`src/rtl/fifo_umbral.sv`:
```
// fifo_umbral: 8-deep FIFO with programmable almost-full/almost-empty thresholds and sticky error.
// Optional FIFO_WATERMARK_EN adds max_fill, the peak occupancy since the last reset/init.
module fifo_umbral #(
   parameter int DATA_WIDTH = 10,
   parameter int ADDR_WIDTH = 3
) (
   input  logic                  clk,
   input  logic                  reset,
   input  logic                  init,
   input  logic [ADDR_WIDTH-1:0] umbral_superior,
   input  logic [ADDR_WIDTH-1:0] umbral_inferior,
   input  logic                  push,
   input  logic [DATA_WIDTH-1:0] data_in,
   input  logic                  pop,
   output logic [DATA_WIDTH-1:0] data_out,
   output logic                  valid_out,
   output logic                  full,
   output logic                  empty,
   output logic                  almost_full,
   output logic                  almost_empty,
   output logic                  error,
   output logic [ADDR_WIDTH:0]   fill_count
`ifdef FIFO_WATERMARK_EN
   ,output logic [ADDR_WIDTH:0]  max_fill
`endif
);
   localparam logic [ADDR_WIDTH:0] FULL_CNT = {1'b1, {ADDR_WIDTH{1'b0}}};
   logic [DATA_WIDTH-1:0] mem [2**ADDR_WIDTH];
   logic [ADDR_WIDTH-1:0] wr_ptr_q, wr_ptr_d, rd_ptr_q, rd_ptr_d;
   logic [ADDR_WIDTH:0]   cnt_q, cnt_d;
   logic [DATA_WIDTH-1:0] dout_q, dout_d;
   logic                  valid_q, valid_d, err_q, err_d, pop_eff, wr_en, clr;
   assign clr          = reset || init;
   assign full         = cnt_q == FULL_CNT;
   assign empty        = cnt_q == '0;
   assign almost_full  = (|umbral_superior) && (cnt_q >= {1'b0, umbral_superior});
   assign almost_empty = cnt_q <= {1'b0, umbral_inferior};
   assign fill_count   = cnt_q;
   assign data_out     = dout_q;
   assign valid_out    = valid_q;
   assign error        = err_q;
   always_comb begin
      pop_eff  = pop && !empty;
      wr_en    = push && (!full || pop_eff);
      wr_ptr_d = wr_en ? wr_ptr_q + 1'b1 : wr_ptr_q;
      rd_ptr_d = pop_eff ? rd_ptr_q + 1'b1 : rd_ptr_q;
      cnt_d    = (wr_en && !pop_eff) ? cnt_q + 1'b1 : (pop_eff && !wr_en) ? cnt_q - 1'b1 : cnt_q;
      dout_d   = pop_eff ? mem[rd_ptr_q] : dout_q;
      valid_d  = pop_eff;
      // a pop on empty is harmless when a push arrives in the same cycle
      err_d    = err_q || (push && !wr_en) || (pop && empty && !push);
   end
   always_ff @(posedge clk) begin
      if (clr) begin
         wr_ptr_q <= '0;
         rd_ptr_q <= '0;
         cnt_q    <= '0;
         dout_q   <= '0;
         valid_q  <= 1'b0;
         err_q    <= 1'b0;
      end else begin
         wr_ptr_q <= wr_ptr_d;
         rd_ptr_q <= rd_ptr_d;
         cnt_q    <= cnt_d;
         dout_q   <= dout_d;
         valid_q  <= valid_d;
         err_q    <= err_d;
      end
   end
   always_ff @(posedge clk) if (wr_en) mem[wr_ptr_q] <= data_in;
`ifdef FIFO_WATERMARK_EN
   logic [ADDR_WIDTH:0] max_q, max_d;
   assign max_d    = (cnt_d > max_q) ? cnt_d : max_q;
   assign max_fill = max_q;
   always_ff @(posedge clk) max_q <= clr ? '0 : max_d;
`endif
endmodule

```
`config.mk`:
```
export PLATFORM = sky130hd
export DESIGN_NAME = fifo_umbral
export DESIGN_NICKNAME = d
export VERILOG_FILES = /design/src/rtl/fifo_umbral.sv
export SDC_FILE = /design/constraint.sdc
export NUM_CORES = 1
export LEC_CHECK = 0
export CORE_MARGIN = 2
export CORE_UTILIZATION = 25
export CTS_BUF_LIST = sky130_fd_sc_hd__clkbuf_4 sky130_fd_sc_hd__clkbuf_8 sky130_fd_sc_hd__clkbuf_16
export CTS_CLUSTER_SIZE = 24
export DETAILED_ROUTE_END_ITERATION = 8
export SLEW_MARGIN = 20
export SYNTH_ARGS = -nofsm -noshare
export SYNTH_HDL_FRONTEND = slang
export SYNTH_SLANG_ARGS = --single-unit
```
`constraint.sdc`:
```
create_clock -name clk -period 2.7 [get_ports clk]
set_input_delay 0.54 -clock clk [delete_from_list [all_inputs] [get_ports clk]]
set_output_delay 0.54 -clock clk [all_outputs]
set_load 0.05 [all_outputs]
```
### After elaboration in Yosys (flattened, before gate mapping)

Memory sizes are Yosys's and may differ from the RTL's. A register that Yosys moved wholly into a read port is not among the register bits.
Index checks and enable logic that the tools add are counted.

| word-level totals | value |
|---|---|
| register bits after elaboration | 12 |
| bits in writable memories | 80 |
| input bits | 21 |
| logic and storage cells | 37 |
| memories | 1 |

| operators by class | value |
|---|---|
| add/sub/neg operators | 4 |
| $lt $le $gt $ge | 2 |
| equal/unequal tests | 1 |
| muxes and demuxes | 4 |
| reduce and logical (&&, ||, !) cells | 20 |

Memories:

| memory | words | bits a word | read ports | clocked after memory_dff | wr ports | RTL line | RTL |
|---|---|---|---|---|---|---|---|
| mem | 8 | 10 | 1 | 1 | 1 | 28 | `logic [DATA_WIDTH-1:0] mem [2**ADDR_WIDTH];` |

Operators with widths:

| cell | number |
|---|---|
| $logic_and 1x1->1 | 8 |
| $mux 4 | 2 |
| $add 3x1->3 const B | 2 |
| $logic_not 1->1 | 5 |
| $add 4x1->4 const B | 1 |
| $eq 4x4->1 const B | 1 |
| $ge 4x3->1 | 1 |
| $le 4x3->1 | 1 |
| $logic_not 4->1 | 1 |
| $logic_or 1x1->1 | 4 |
| $sub 4x1->4 const B | 1 |
| $reduce_or 3->1 | 1 |
| $mux 1 | 2 |
| $reduce_bool 2->1 | 1 |

### Longest topological paths before layout

| logic depth | value |
|---|---|
| depth after elaboration | 9 |
| mapped depth | 11 |
| mapped depth without buffers | 10 |

### Worst setup path after synthesis

No wires, ideal clock.

| timing path | value |
|---|---|
| path kind | register -> output |
| start point | register cnt_q[1] (netlist: fill_count[1]) |
| end point | output almost_empty |
| data arrival time | 2.174 ns |
| slack | -0.014 ns |
| stages on the path, launching flop included | 6 |
| path buffers | 0 |
| cell sequence | dfxtp_1 -> ha_1 -> nor2b_1 -> o21ai_0 -> nand2b_1 -> a21oi_1 |

| between the ends | value |
|---|---|
| cells in the longest elaborated chain, start to end | 1 |

RTL lines:

| what | RTL line | RTL |
|---|---|---|
| start: declaration | 30 | `logic [ADDR_WIDTH:0] cnt_q, cnt_d;` |
| start signal: assignment | 64 | `cnt_q <= cnt_d;` |
| $le 4x3->1 | 37 | `assign almost_empty = cnt_q <= {1'b0, umbral_inferior};` |
| end: declaration | 20 | `output logic almost_empty,` |

Every way passes these cells.

### Worst setup path after layout

| timing path | value |
|---|---|
| start point | input umbral_inferior[1] |
| end point | output almost_empty |

| between the ends | value |
|---|---|
| cells in the longest elaborated chain, start to end | 1 |

RTL lines:

| what | RTL line | RTL |
|---|---|---|
| start: declaration | 11 | `input logic [ADDR_WIDTH-1:0] umbral_inferior,` |
| $le 4x3->1 | 37 |  |

Every way passes these cells.

==> qor.txt <==
share of flip-flops with an asynchronous set or reset: 0%
Hold Path Stages: 2
hold_buf cts: 0
Synth-to-Final Area Change: 25.8%
max_slew headroom: 64.2%
top layer in use: met4
CP bufs+invs: 3
Design Area, Final: 5260 um^2
port buffer count: 40
worst path cell trace: clkdlybuf4s50_1 > inv_1 > ha_1 > nor2b_1 > o21ai_0 > nand2b_1 > a21oi_2 > buf_12
critical path type: in -> out
Max-cap violations: 0
status: complete, no violations
min-delay worst type: reg -> reg
Initial Utilization: 25.4%
number of synthesized flops with an enable pin: 80
maximum buffer depth of the clock tree: 2
Sw Share: 24.7%
setup bufs post-CTS: 0
GRT Resource Usage Total: 10.1%
max-slew violations: 0
die width: 133 um
CP top delay family: buffers and inverters
flops & latches, synth: 102
Yosys warning count: 0
Distinct cells, synth: 39
Hold Startpoint: error
leakage: 1.74 nW
Root Buffer: clkbuf_16
Hold Path Sink: error
die height: 133 um
clock skew: 8.56 ps
post-cts repair resize count: 0
global route overflow: 0
Tmin final: 2580 ps
setup-violating endpoint count in the final report: 0
Power Density: 713 nW/um^2
via count: 2326
WP data arrival: 2040 ps
DRC errors left: 0
CP startpoint kind: input pin
number of buffers created by CTS: 9
drt pass-1 iters: 4
I/O Pins: 41
Synth Cell Area: 4180 um^2
number of vias per cell: 4.33
Placed Area: 4930 um^2
Hold Violations, Final: 0
R2R Path End: fill_count[3]
Mapped Cells: 255
net switching power: 926 uW
Clk pwr share: 36.8%
worst skew pair latency: 340 ps
most common cell after layout, fill and taps aside: edfxtp_1
reg2reg path depth: 10
Max Fclk: 388 MHz
pin count of the biggest net entering global routing: 24
layout cells sized above 1: 24.6%
final WL: 8320 um
met2 wire length: 4160 um
worst-path fanout max: 2
row count: 47
hpwl dp: 5410 um
RSZ-0062 raised after global routing: false
CP Data Required Time: 2160 ps
core footprint: 16500 um^2
Met3 Routed Length: 448 um
Seq/Total Area, Yosys: 68.0%
Routed WL per cell: 15.5 um
initial antenna violation count: 0
part of the power in registers: 46.8%
reg2reg start: fill_count[0]
syn_nets: 288
P_int: 2.82 mW
post-route ant nets: 0
H-Tree Depth: 3
Die ar.: 17800 um^2
CTS tree: done
Core Util, Final: 31.9%
top_reg_cell synth: edfxtp_1
Avg Cell Area, Syn: 16.4 um^2
commonest cells after routing, fill and taps aside: 80 x edfxtp_1, 36 x clkdlybuf4s50_1, 29 x nor2_1
worst slew pin tran: 537 ps
fin nets: 345
first-pass GRT wire length: 13400 um
Tot Pwr: 3.75 mW
CP Capture Type: primary output
slowest stage delay, CP: 460 ps
GPL Wtd Cong: 0.695
slowest CP cell: clkdlybuf4s50_1
Peak VDD IR: 0.000374 V
crit share post-route: 95.4%
DP Cell Count: 521
diode count: 0
Post-Layout Cell Count: 537
Iter 0 DRT Violations: 131
vias in the first global route: 2424
clock net sink count: 102
Gate power share: 16.4%
met1 wire length: 3580 um
Worst-path clk slew: 60 ps
Reg2Reg Setup Slack: 250 ps
## cells in the mapped netlist (all sizes together) (3+ instances only)
master	number	area, um^2
edfxtp	80	2400
nor2	29	109
dfxtp	22	440
mux4	20	450
nor3	15	125
ha	11	138
inv	10	37.5
o22ai	10	76.3
nand2	8	37.5
a21oi	7	35.0
clkbuf	7	26.3
buf	5	52.6
nand2b	5	38.8
nand3	3	15.0
o21ai	3	18.8
xnor2	3	26.3
xor2	3	26.3
## sequential cells by signal, summed over array words and instances (netlist names)
signal	count
mem	80
data_out	10
fill_count	4
rd_ptr_q	3
wr_ptr_q	3
error	1
valid_out	1
## through the flow
stage	hold slack, ps	setup slack, ps	setup TNS (ps)
6_report	476	123	0
5_1_grt	500	20.7	0
4_1_cts	479	118	0
3_5_place_dp	464	-34.9	-34.9
3_3_place_gp	461	69.2	0
2_1_floorplan	498	8.21	0
## layout make-up
cell class	count	area, um^2
multi-input cells	131	1230
well taps	220	275
flip-flops and latches	102	2840
repair buffers	58	551
clock inverters	5	82.6
clock buffers	11	240
inverters	10	37.5
fillers	1620	11200
## worst max path at each step
stage                          to  slack, ps               start  depth (start not counted)
floorplan             almost_full          8       fill_count[0]                          6
global placement    fill_count[3]         70                 pop                         11
detailed placement  fill_count[3]        -30                 pop                         11
CTS                  almost_empty        120  umbral_inferior[1]                          8
global route        fill_count[3]         20       fill_count[0]                         10
finish               almost_empty        120  umbral_inferior[1]                          8
## logic make-up after synthesis
group | Yosys count | share of synthesized area (%)
AND/OR/NAND/NOR | 66 | 8.78
multiplexers | 21 | 11.0
flip-flops | 102 | 68.0
buffers and inverters | 22 | 2.79
AO/OA/AOI/OAI | 26 | 4.34
XOR/XNOR | 6 | 1.26
adder cells (fa/ha/maj) | 12 | 3.77
## power groups by stage
stage	clock network, mW	logic [mW]	registers (mW)
floorplan	0	0.340	1.86
global placement	0	0.608	1.79
detailed placement	0	0.621	1.79
CTS	1.42	0.623	1.75
global route	1.48	0.671	1.76
finish	1.38	0.616	1.75
## layer usage
layer / track usage, % / vias up
met2: 16.3 / 45
li1: - / 1087
met1: 12.9 / 1184
met3: 2.85 / 10
met4: 4.02 / 0
met5: 0 / -
## worst min-delay path, stage by stage, from the launching register on
cell and delay [ps]:
dfxtp_1 330, nor2_1 50, nor2_1 70
No activity file was read; power rests on OpenSTA's default activity.
